===== src/rtl/sobol_pkg.sv =====
// Shared FP16 field layout, fixed-point output width, flag codes and sample classes.
// Latency: n/a (declarations only).
// Backpressure: n/a.
package sobol_pkg;

    localparam int SIGN_W   = 1;
    localparam int EXP_W    = 5;
    localparam int MANT_W   = 10;
    localparam int FP16_W   = SIGN_W + EXP_W + MANT_W;
    localparam int EXP_BIAS = 15;
    localparam int EXP_MAX  = 31;
    localparam int FRAC_W   = 32;

    // A normal value {1,mant} * 2^(e-bias-mant_w) scaled by 2^FRAC_W is a left shift by e+7.
    localparam int NORM_SHIFT_OFS = FRAC_W - MANT_W - EXP_BIAS;
    // Subnormals use the fixed exponent 1-bias, i.e. the normal shift with e = 1.
    localparam int SUB_SHIFT      = NORM_SHIFT_OFS + 1;

    localparam logic [1:0] FLAG_OK    = 2'b00;
    localparam logic [1:0] FLAG_NEG   = 2'b01;
    localparam logic [1:0] FLAG_RANGE = 2'b10;
    localparam logic [1:0] FLAG_NAN   = 2'b11;

    // Magnitude class; the sign is carried separately and applied after NaN detection.
    typedef enum logic [2:0] {
        CLS_ZERO  = 3'd0,
        CLS_SUB   = 3'd1,
        CLS_NORM  = 3'd2,
        CLS_RANGE = 3'd3,
        CLS_NAN   = 3'd4
    } cls_t;

endpackage


===== src/rtl/fp16_to_frac32_if.sv =====
// Sample-in / fraction-out handshake bundle for fp16_to_frac32.
// Latency: n/a (wiring only).
// Backpressure: valid/ready on both sides; master drives samples and out_ready.
interface fp16_to_frac32_if;

    logic                          in_valid;
    logic [sobol_pkg::FP16_W-1:0]  in_fp16;
    logic                          in_ready;
    logic                          out_valid;
    logic                          out_ready;
    logic [sobol_pkg::FRAC_W-1:0]  out_frac;
    logic [1:0]                    out_flag;

    modport master (
        output in_valid, in_fp16, out_ready,
        input  in_ready, out_valid, out_frac, out_flag
    );

    modport slave (
        input  in_valid, in_fp16, out_ready,
        output in_ready, out_valid, out_frac, out_flag
    );

endinterface


===== src/rtl/fp16_unpack.sv =====
// Splits an FP16 word into sign/exponent/mantissa and classifies its magnitude.
// Latency: 0 cycles (purely combinational).
// Backpressure: none; the caller registers the result.
module fp16_unpack
    import sobol_pkg::*;
(
    input  logic [FP16_W-1:0] fp16_i,
    output logic              sign_o,
    output logic [EXP_W-1:0]  exp_o,
    output logic [MANT_W-1:0] mant_o,
    output cls_t              cls_o
);

    assign sign_o = fp16_i[FP16_W-1];
    assign exp_o  = fp16_i[MANT_W +: EXP_W];
    assign mant_o = fp16_i[MANT_W-1:0];

    // Classify magnitude: NaN first, then anything >= 1.0 (incl. Inf), then zero/subnormal.
    always_comb begin
        cls_o = CLS_NORM;
        if (exp_o == EXP_W'(EXP_MAX)) begin
            cls_o = (mant_o != '0) ? CLS_NAN : CLS_RANGE;
        end else if (exp_o >= EXP_W'(EXP_BIAS)) begin
            cls_o = CLS_RANGE;
        end else if (exp_o == '0) begin
            cls_o = (mant_o == '0) ? CLS_ZERO : CLS_SUB;
        end
    end

endmodule


===== src/rtl/fp16_to_frac32.sv =====
// Converts FP16 samples in [0,1) to unsigned Q0.32 with status flag, plus transfer/error counters.
// Latency: 2 cycles (S1 unpack/classify, S2 shift/saturate), 1 sample/cycle.
// Backpressure: each stage loads when empty or draining; out_frac/out_flag hold while stalled.
module fp16_to_frac32
    import sobol_pkg::*;
#(
    parameter int CNT_W = 32,
    parameter int ERR_W = 16
) (
    input  logic               clk,
    input  logic               rst_n,
    input  logic               clear,
    fp16_to_frac32_if.slave    bus,
    output logic [CNT_W-1:0]   sample_cnt,
    output logic [ERR_W-1:0]   err_cnt
);

    logic              u_sign;
    logic [EXP_W-1:0]  u_exp;
    logic [MANT_W-1:0] u_mant;
    cls_t              u_cls;

    logic              rdy_en_q;
    logic              s1_vld_q;
    logic              s1_sign_q;
    logic [EXP_W-1:0]  s1_exp_q;
    logic [MANT_W-1:0] s1_mant_q;
    cls_t              s1_cls_q;

    logic              out_vld_q;
    logic [FRAC_W-1:0] out_frac_q, out_frac_d;
    logic [1:0]        out_flag_q, out_flag_d;
    logic [5:0]        norm_sh;

    logic [CNT_W-1:0]  sample_cnt_q, sample_cnt_d;
    logic [ERR_W-1:0]  err_cnt_q, err_cnt_d;

    logic              s2_adv;
    logic              in_rdy;
    logic              out_xfer;

    fp16_unpack u_unpack (
        .fp16_i (bus.in_fp16),
        .sign_o (u_sign),
        .exp_o  (u_exp),
        .mant_o (u_mant),
        .cls_o  (u_cls)
    );

    // S2 can take new content when empty or when its output leaves this cycle.
    assign s2_adv   = !out_vld_q || bus.out_ready;
    // rdy_en_q keeps in_ready low during reset and for the edge that releases it.
    assign in_rdy   = rdy_en_q && (!s1_vld_q || s2_adv);
    assign out_xfer = out_vld_q && bus.out_ready;

    assign bus.in_ready  = in_rdy;
    assign bus.out_valid = out_vld_q;
    assign bus.out_frac  = out_frac_q;
    assign bus.out_flag  = out_flag_q;
    assign sample_cnt    = sample_cnt_q;
    assign err_cnt       = err_cnt_q;

    // S1: capture the unpacked fields of an accepted sample, or empty out when S2 takes it.
    always_ff @(posedge clk or negedge rst_n) begin
        if (!rst_n) begin
            rdy_en_q  <= 1'b0;
            s1_vld_q  <= 1'b0;
            s1_sign_q <= 1'b0;
            s1_exp_q  <= '0;
            s1_mant_q <= '0;
            s1_cls_q  <= CLS_ZERO;
        end else begin
            rdy_en_q <= 1'b1;
            if (in_rdy) begin
                s1_vld_q <= bus.in_valid;
                if (bus.in_valid) begin
                    s1_sign_q <= u_sign;
                    s1_exp_q  <= u_exp;
                    s1_mant_q <= u_mant;
                    s1_cls_q  <= u_cls;
                end
            end
        end
    end

    // S2 data path: NaN beats sign, sign beats range; negative zero converts as plain zero.
    always_comb begin
        out_frac_d = '0;
        out_flag_d = FLAG_OK;
        norm_sh    = {1'b0, s1_exp_q} + 6'(NORM_SHIFT_OFS);
        if (s1_cls_q == CLS_NAN) begin
            out_flag_d = FLAG_NAN;
        end else if (s1_sign_q && (s1_cls_q != CLS_ZERO)) begin
            out_flag_d = FLAG_NEG;
        end else begin
            case (s1_cls_q)
                CLS_NORM:  out_frac_d = FRAC_W'({1'b1, s1_mant_q}) << norm_sh;
                CLS_SUB:   out_frac_d = FRAC_W'(s1_mant_q) << SUB_SHIFT;
                CLS_RANGE: begin
                    out_frac_d = '1;
                    out_flag_d = FLAG_RANGE;
                end
                default:   out_frac_d = '0;
            endcase
        end
    end

    // S2 register: advance when free; data only updates with a real sample so it holds under stall.
    always_ff @(posedge clk or negedge rst_n) begin
        if (!rst_n) begin
            out_vld_q  <= 1'b0;
            out_frac_q <= '0;
            out_flag_q <= FLAG_OK;
        end else if (s2_adv) begin
            out_vld_q <= s1_vld_q;
            if (s1_vld_q) begin
                out_frac_q <= out_frac_d;
                out_flag_q <= out_flag_d;
            end
        end
    end

    // Counter next state: clear dominates; error count sticks at all-ones.
    always_comb begin
        sample_cnt_d = sample_cnt_q;
        err_cnt_d    = err_cnt_q;
        if (clear) begin
            sample_cnt_d = '0;
            err_cnt_d    = '0;
        end else if (out_xfer) begin
            sample_cnt_d = sample_cnt_q + CNT_W'(1);
            if ((out_flag_q != FLAG_OK) && !(&err_cnt_q)) begin
                err_cnt_d = err_cnt_q + ERR_W'(1);
            end
        end
    end

    // Counter registers.
    always_ff @(posedge clk or negedge rst_n) begin
        if (!rst_n) begin
            sample_cnt_q <= '0;
            err_cnt_q    <= '0;
        end else begin
            sample_cnt_q <= sample_cnt_d;
            err_cnt_q    <= err_cnt_d;
        end
    end

endmodule


===== src/flat_wrapper.sv =====
// flat-port wrapper written by rule: the top's interface ports become plain ports
module fp16_to_frac32_flat import sobol_pkg::*;
#(
    parameter int CNT_W = 32,
    parameter int ERR_W = 16
)
  (clk, rst_n, clear, sample_cnt, err_cnt, bus_in_valid, bus_in_fp16, bus_out_ready, bus_in_ready, bus_out_valid, bus_out_frac, bus_out_flag);
  fp16_to_frac32_if bus_i ();
  input  logic clk;
  input  logic rst_n;
  input  logic clear;
  output logic [CNT_W-1:0] sample_cnt;
  output logic [ERR_W-1:0] err_cnt;
  input wire logic [$bits(bus_i.in_valid)-1:0] bus_in_valid;
  input wire logic [$bits(bus_i.in_fp16)-1:0] bus_in_fp16;
  input wire logic [$bits(bus_i.out_ready)-1:0] bus_out_ready;
  output wire logic [$bits(bus_i.in_ready)-1:0] bus_in_ready;
  output wire logic [$bits(bus_i.out_valid)-1:0] bus_out_valid;
  output wire logic [$bits(bus_i.out_frac)-1:0] bus_out_frac;
  output wire logic [$bits(bus_i.out_flag)-1:0] bus_out_flag;
  assign bus_i.in_valid = bus_in_valid;
  assign bus_i.in_fp16 = bus_in_fp16;
  assign bus_i.out_ready = bus_out_ready;
  assign bus_in_ready = bus_i.in_ready;
  assign bus_out_valid = bus_i.out_valid;
  assign bus_out_frac = bus_i.out_frac;
  assign bus_out_flag = bus_i.out_flag;
  fp16_to_frac32 #(.CNT_W(CNT_W), .ERR_W(ERR_W)) u_core (.clk(clk), .rst_n(rst_n), .clear(clear), .bus(bus_i), .sample_cnt(sample_cnt), .err_cnt(err_cnt));
endmodule

===== config.mk =====
export PLATFORM = sky130hd
export DESIGN_NAME = fp16_to_frac32_flat
export DESIGN_NICKNAME = d
export VERILOG_FILES = /design/src/rtl/sobol_pkg.sv /design/src/rtl/fp16_to_frac32_if.sv /design/src/rtl/fp16_unpack.sv /design/src/rtl/fp16_to_frac32.sv /design/src/flat_wrapper.sv
export SDC_FILE = /design/constraint.sdc
export NUM_CORES = 1
export LEC_CHECK = 0
export ABC_AREA = 1
export BUFFER_PORTS_ARGS = -buffer_cell sky130_fd_sc_hd__buf_2
export CORE_MARGIN = 1.5
export CORE_UTILIZATION = 40
export DETAILED_ROUTE_END_ITERATION = 8
export GPL_TIMING_DRIVEN = 1
export SLEW_MARGIN = 15
export SYNTH_ARGS = -nofsm -noshare
export SYNTH_HDL_FRONTEND = slang
export SYNTH_SLANG_ARGS = --single-unit

===== constraint.sdc =====
create_clock -name clk -period 2.21 [get_ports clk]
set_clock_uncertainty 0.2 [all_clocks]
set_input_delay 0.1105 -clock clk [delete_from_list [all_inputs] [get_ports clk]]
set_output_delay 0.1105 -clock clk [all_outputs]
set_load 0.02 [all_outputs]

==> impl_summary.md <==
Run status
The run finished with clean final reports.

Finish
The final design instance area without fill is 0.00765 sq mm. The number of antenna diodes is 0. The area growth from synthesis to final layout is 19.8%. The net count of the finished layout is ~1100. At the end of the flow the core is filled with cells to between 40% and 50%. Of the cells placed in the final design, the portion with a size suffix greater than 1 is between 15 and 20%.

Critical path
The maximum fanout encountered on the critical timing path is 9. The kind of end point of the critical path is a flop. The worst path arrival time is roughly 2.1 ns.

STA puts the critical path data required time at around 2.3 ns. The worst setup path is of the reg -> reg kind. The type of element launching the critical path is a flop.

Synthesis
During synthesis, Yosys emitted a total of 0 warnings. Counting distinct cell types in the post-synthesis netlist gives about 40. Of the total synthesized cell area, the portion taken by AND, OR, NAND and NOR gates is about 41%. For this run, the register share of the synthesized area comes to a little over 40%. The net count after synthesis is between 900 and 1000. The portion of synthesized cell area occupied by the leading cell type is 40.8%. The predominant post-synthesis flop cell is dfrtp_1. The synthesized instance count is just over 900. The complex-gate fraction of the synthesized area is 7.66%.

The register bit total from synthesis is around 100. The post-synthesis share of cell area spent on xor and xnor gates is less than 1%. By area the synthesized netlist is led by dfrtp_1 (41%), nand2_1 (18%), nand3_1 (8.5%), nor2_1 (5.2%), inv_1 (4.8%). By instance count, the leading cell after synthesis is nand2_1. The adder and majority cell fraction of the synthesized area is less than 1%. The share of synthesized flip-flops with an asynchronous set or reset is 100%. The number of flops mapped to enable cells by yosys is 0. After synthesis, the largest family of logic cells by area is simple AND/OR/NAND/NOR gates.

A synthesized cell averages around 7.0 sq um. The cell accounting for the most synthesized area is dfrtp_1. The cell area after technology mapping is about 0.0064 sq mm. The post-synthesis mux area share is less than 1%. Sorting the synthesized cells by how often they occur yields nand2_1 (304), nand3_1 (109), dfrtp_1 (104).

Floorplan
For this configuration, the core starts out at a cell density of about two fifths. The floorplan step set the die height to 129 microns. The initialized floorplan defines 46 standard-cell rows. The die covers between 0.015 and 0.02 sq mm. The number of top-level design ports is between 100 and 150. After floorplanning, the core was sized to cover between 0.015 and 0.02 sq mm. The die is 129 microns wide.

Power and ir drop
The power density normalized to cell area is a little over 700 mW/mm^2. Across the VDD grid, the largest voltage drop is ~0.00036 V. The analysis attributes to cell leakage a power of 0.00397 uW.

Placement
The placed cell area is 0.00719 sq mm. Input and output buffers added on the ports amount to around 100. The final HPWL from detailed placement is 13500 microns. The congestion estimate from routability-driven global placement came to 0.925.

Clocking
Counting the buffers created by CTS gives 9. The clock tree from TritonCTS is built. The clock sink count is 104. The longest clock path from root to sink contains 2 buffers.

The clock edge transition at the registers on the reported setup and hold paths is ~0.070 ns. The latest clock arrival within the worst-skew pair is between 0.3 and 0.4 ns. The deepest level of the CTS H-tree is 3. Clock tree synthesis selected as its root buffer the cell clkbuf_16. In this run the post-CTS setup repair buffer count came out at 0.

Global route
The first global-routing pass estimated just under 30000 microns of wire. After global routing the overflow that remains totals 0. Global routing used slightly below 30% of the available met1 tracks.

The via count of the first global-routing pass was between 5000 and 6000. Entering global routing, the biggest net connects 45 pins. The global router's overall resource usage is ~22%.

The global-route met2 utilization is a little under two fifths. The global routing stage identified its most utilized layer as met2. For met3 alone, demand over resource in global routing was approximately 4.3%.

The number of antenna violations at the first check in global routing was 0.

Routing
The number of remaining DRC errors is 0. After detailed routing, the average wire length per cell comes to 14.2 microns. The final routed wirelength across all metal layers is ~18000 microns. For this run, the detailed router's first-pass iteration total came to 5. In this run the remaining antenna-violating nets after routing total 0.

The first routing iteration left 434 violations. The final route contains between 6000 and 7000 vias. The number of vias per cell is about 5.0.

Timing
The portion of the clock cycle consumed by the worst path in the final layout is slightly above 90%. The number of hold violations in the final report came to 0. Setup repair after global routing left no endpoint under its margin. The number of pins with negative max-slew slack in the final report is 0. The time the final worst path needs with I/O delays and setup is slightly above 2 ns. The setup TNS is 0 ns. Static timing analysis puts the maximum clock frequency at 0.489 GHz. The slew at the pin closest to its max-slew limit is roughly 0.49 ns.

Setup violations remaining at the end of the flow were counted as 0. The normalized max-slew margin is roughly 67%.

Min path
The path class of the lowest-slack min-delay path is in -> async.

Job
The tool flagged a number of max-cap violations equal to 0.
==> layer usage <==
layer | vias to the layer above | part of all wire [%]
li1 | 3206 | -
met1 | 2915 | 47
met2 | 164 | 47
met3 | 25 | 3.9
met4 | 0 | 1.7
met5 | - | 0
==> kinds of logic after synthesis <==
group	Yosys count
compound gates	91
buf+inv	114
flops	104
simple gates	587
fa+ha+maj	4
xor+xnor	7
other cells	1
mux	4
==> cell type report <==
type | count | area (sq um)
Tap cell | 216 | 270
Multi-Input combinational cell | 694 | 3280
Timing Repair Buffer | 145 | 916
Sequential cell | 104 | 2600
Clock buffer | 11 | 243
Inverter | 85 | 319
Clock inverter | 3 | 20.0
Fill cell | 1602 | 8070
==> stage by stage <==
stage                     setup slack [ns]  total power (uW)  hold slack [ns]  cells
after CTS                           0.0910              5540           0.0724   1258
after detailed placement             0.119              4000          -0.0864   1225
after global placement              0.0959              4010          -0.0874   1225
after global routing                0.0284              5870            0.105   1258
after floorplan                    0.00813              3450           -0.385    912
final                                0.166              5510           0.0566   1258
==> registers in the layout, indices dropped and copies added, names as in the netlist, 2 cells and up <==
signal	flops
u_core.sample_cnt	32
u_core.s1_exp_q	5
u_core.err_cnt	16
u_core.bus.out_frac	32
u_core.bus.out_flag	2
u_core.s1_mant_q	10
u_core.s1_cls_q	3
==> layout by cell type (no fill, tap or decap), drive strengths merged <==
cell	count
clkbuf	11
nor2	99
o211a	1
conb	1
o31ai	4
o311ai	2
nor3b	3
xor2	7
clkinv	1
ha	4
nor3	19
clkinvlp	2
o21ai	54
dfrtp	104
mux2	4
or2	1
a211oi	1
nand3	117
a21oi	28
nand4	26
nor4	1
inv	85
a31oi	1
buf	126
dlygate4sd3	19
nand2	318
nand3b	3
==> worst max-delay path, stage by stage, from the launching register on <==
cell,delay [ns]
dfrtp_1,0.36
inv_2,0.04
ha_1,0.20
ha_1,0.30
inv_2,0.15
buf_4,0.17
nand3_1,0.12
nand2_1,0.10
nand3_1,0.12
nand2_1,0.10
nand2_1,0.07
nand2_1,0.06
==> worst paths after layout <==
kind,cells after the start,end,startpoint,slack (ns)
setup / recovery,11,u_core.bus.out_frac[14],u_core.s1_exp_q[0],0.17
hold / removal,2,u_core.sample_cnt[10],rst_n,0.06
setup reg to reg,11,u_core.bus.out_frac[14],u_core.s1_exp_q[0],0.17
hold reg to reg,2,u_core.bus.out_frac[17],u_core.bus.out_frac[17],0.27
max in group asynchronous,3,u_core.bus.out_frac[15],rst_n,1.14
min in group clk,3,u_core.s1_vld_q,bus_in_valid,0.07
==> report_power, final <==
part           internal, uW  switching [uW]
sequential             2040             136
combinational           588            1240
clock                   782             728
total                  3410            2100
==> repair_timing <==
item,in CTS,in global routing
gates resized for setup,0,2
endpoints found under the setup margin,0,11
endpoints found under the hold margin,130,0
hold buffers,19,0
No activity file was read; power rests on OpenSTA's default activity.
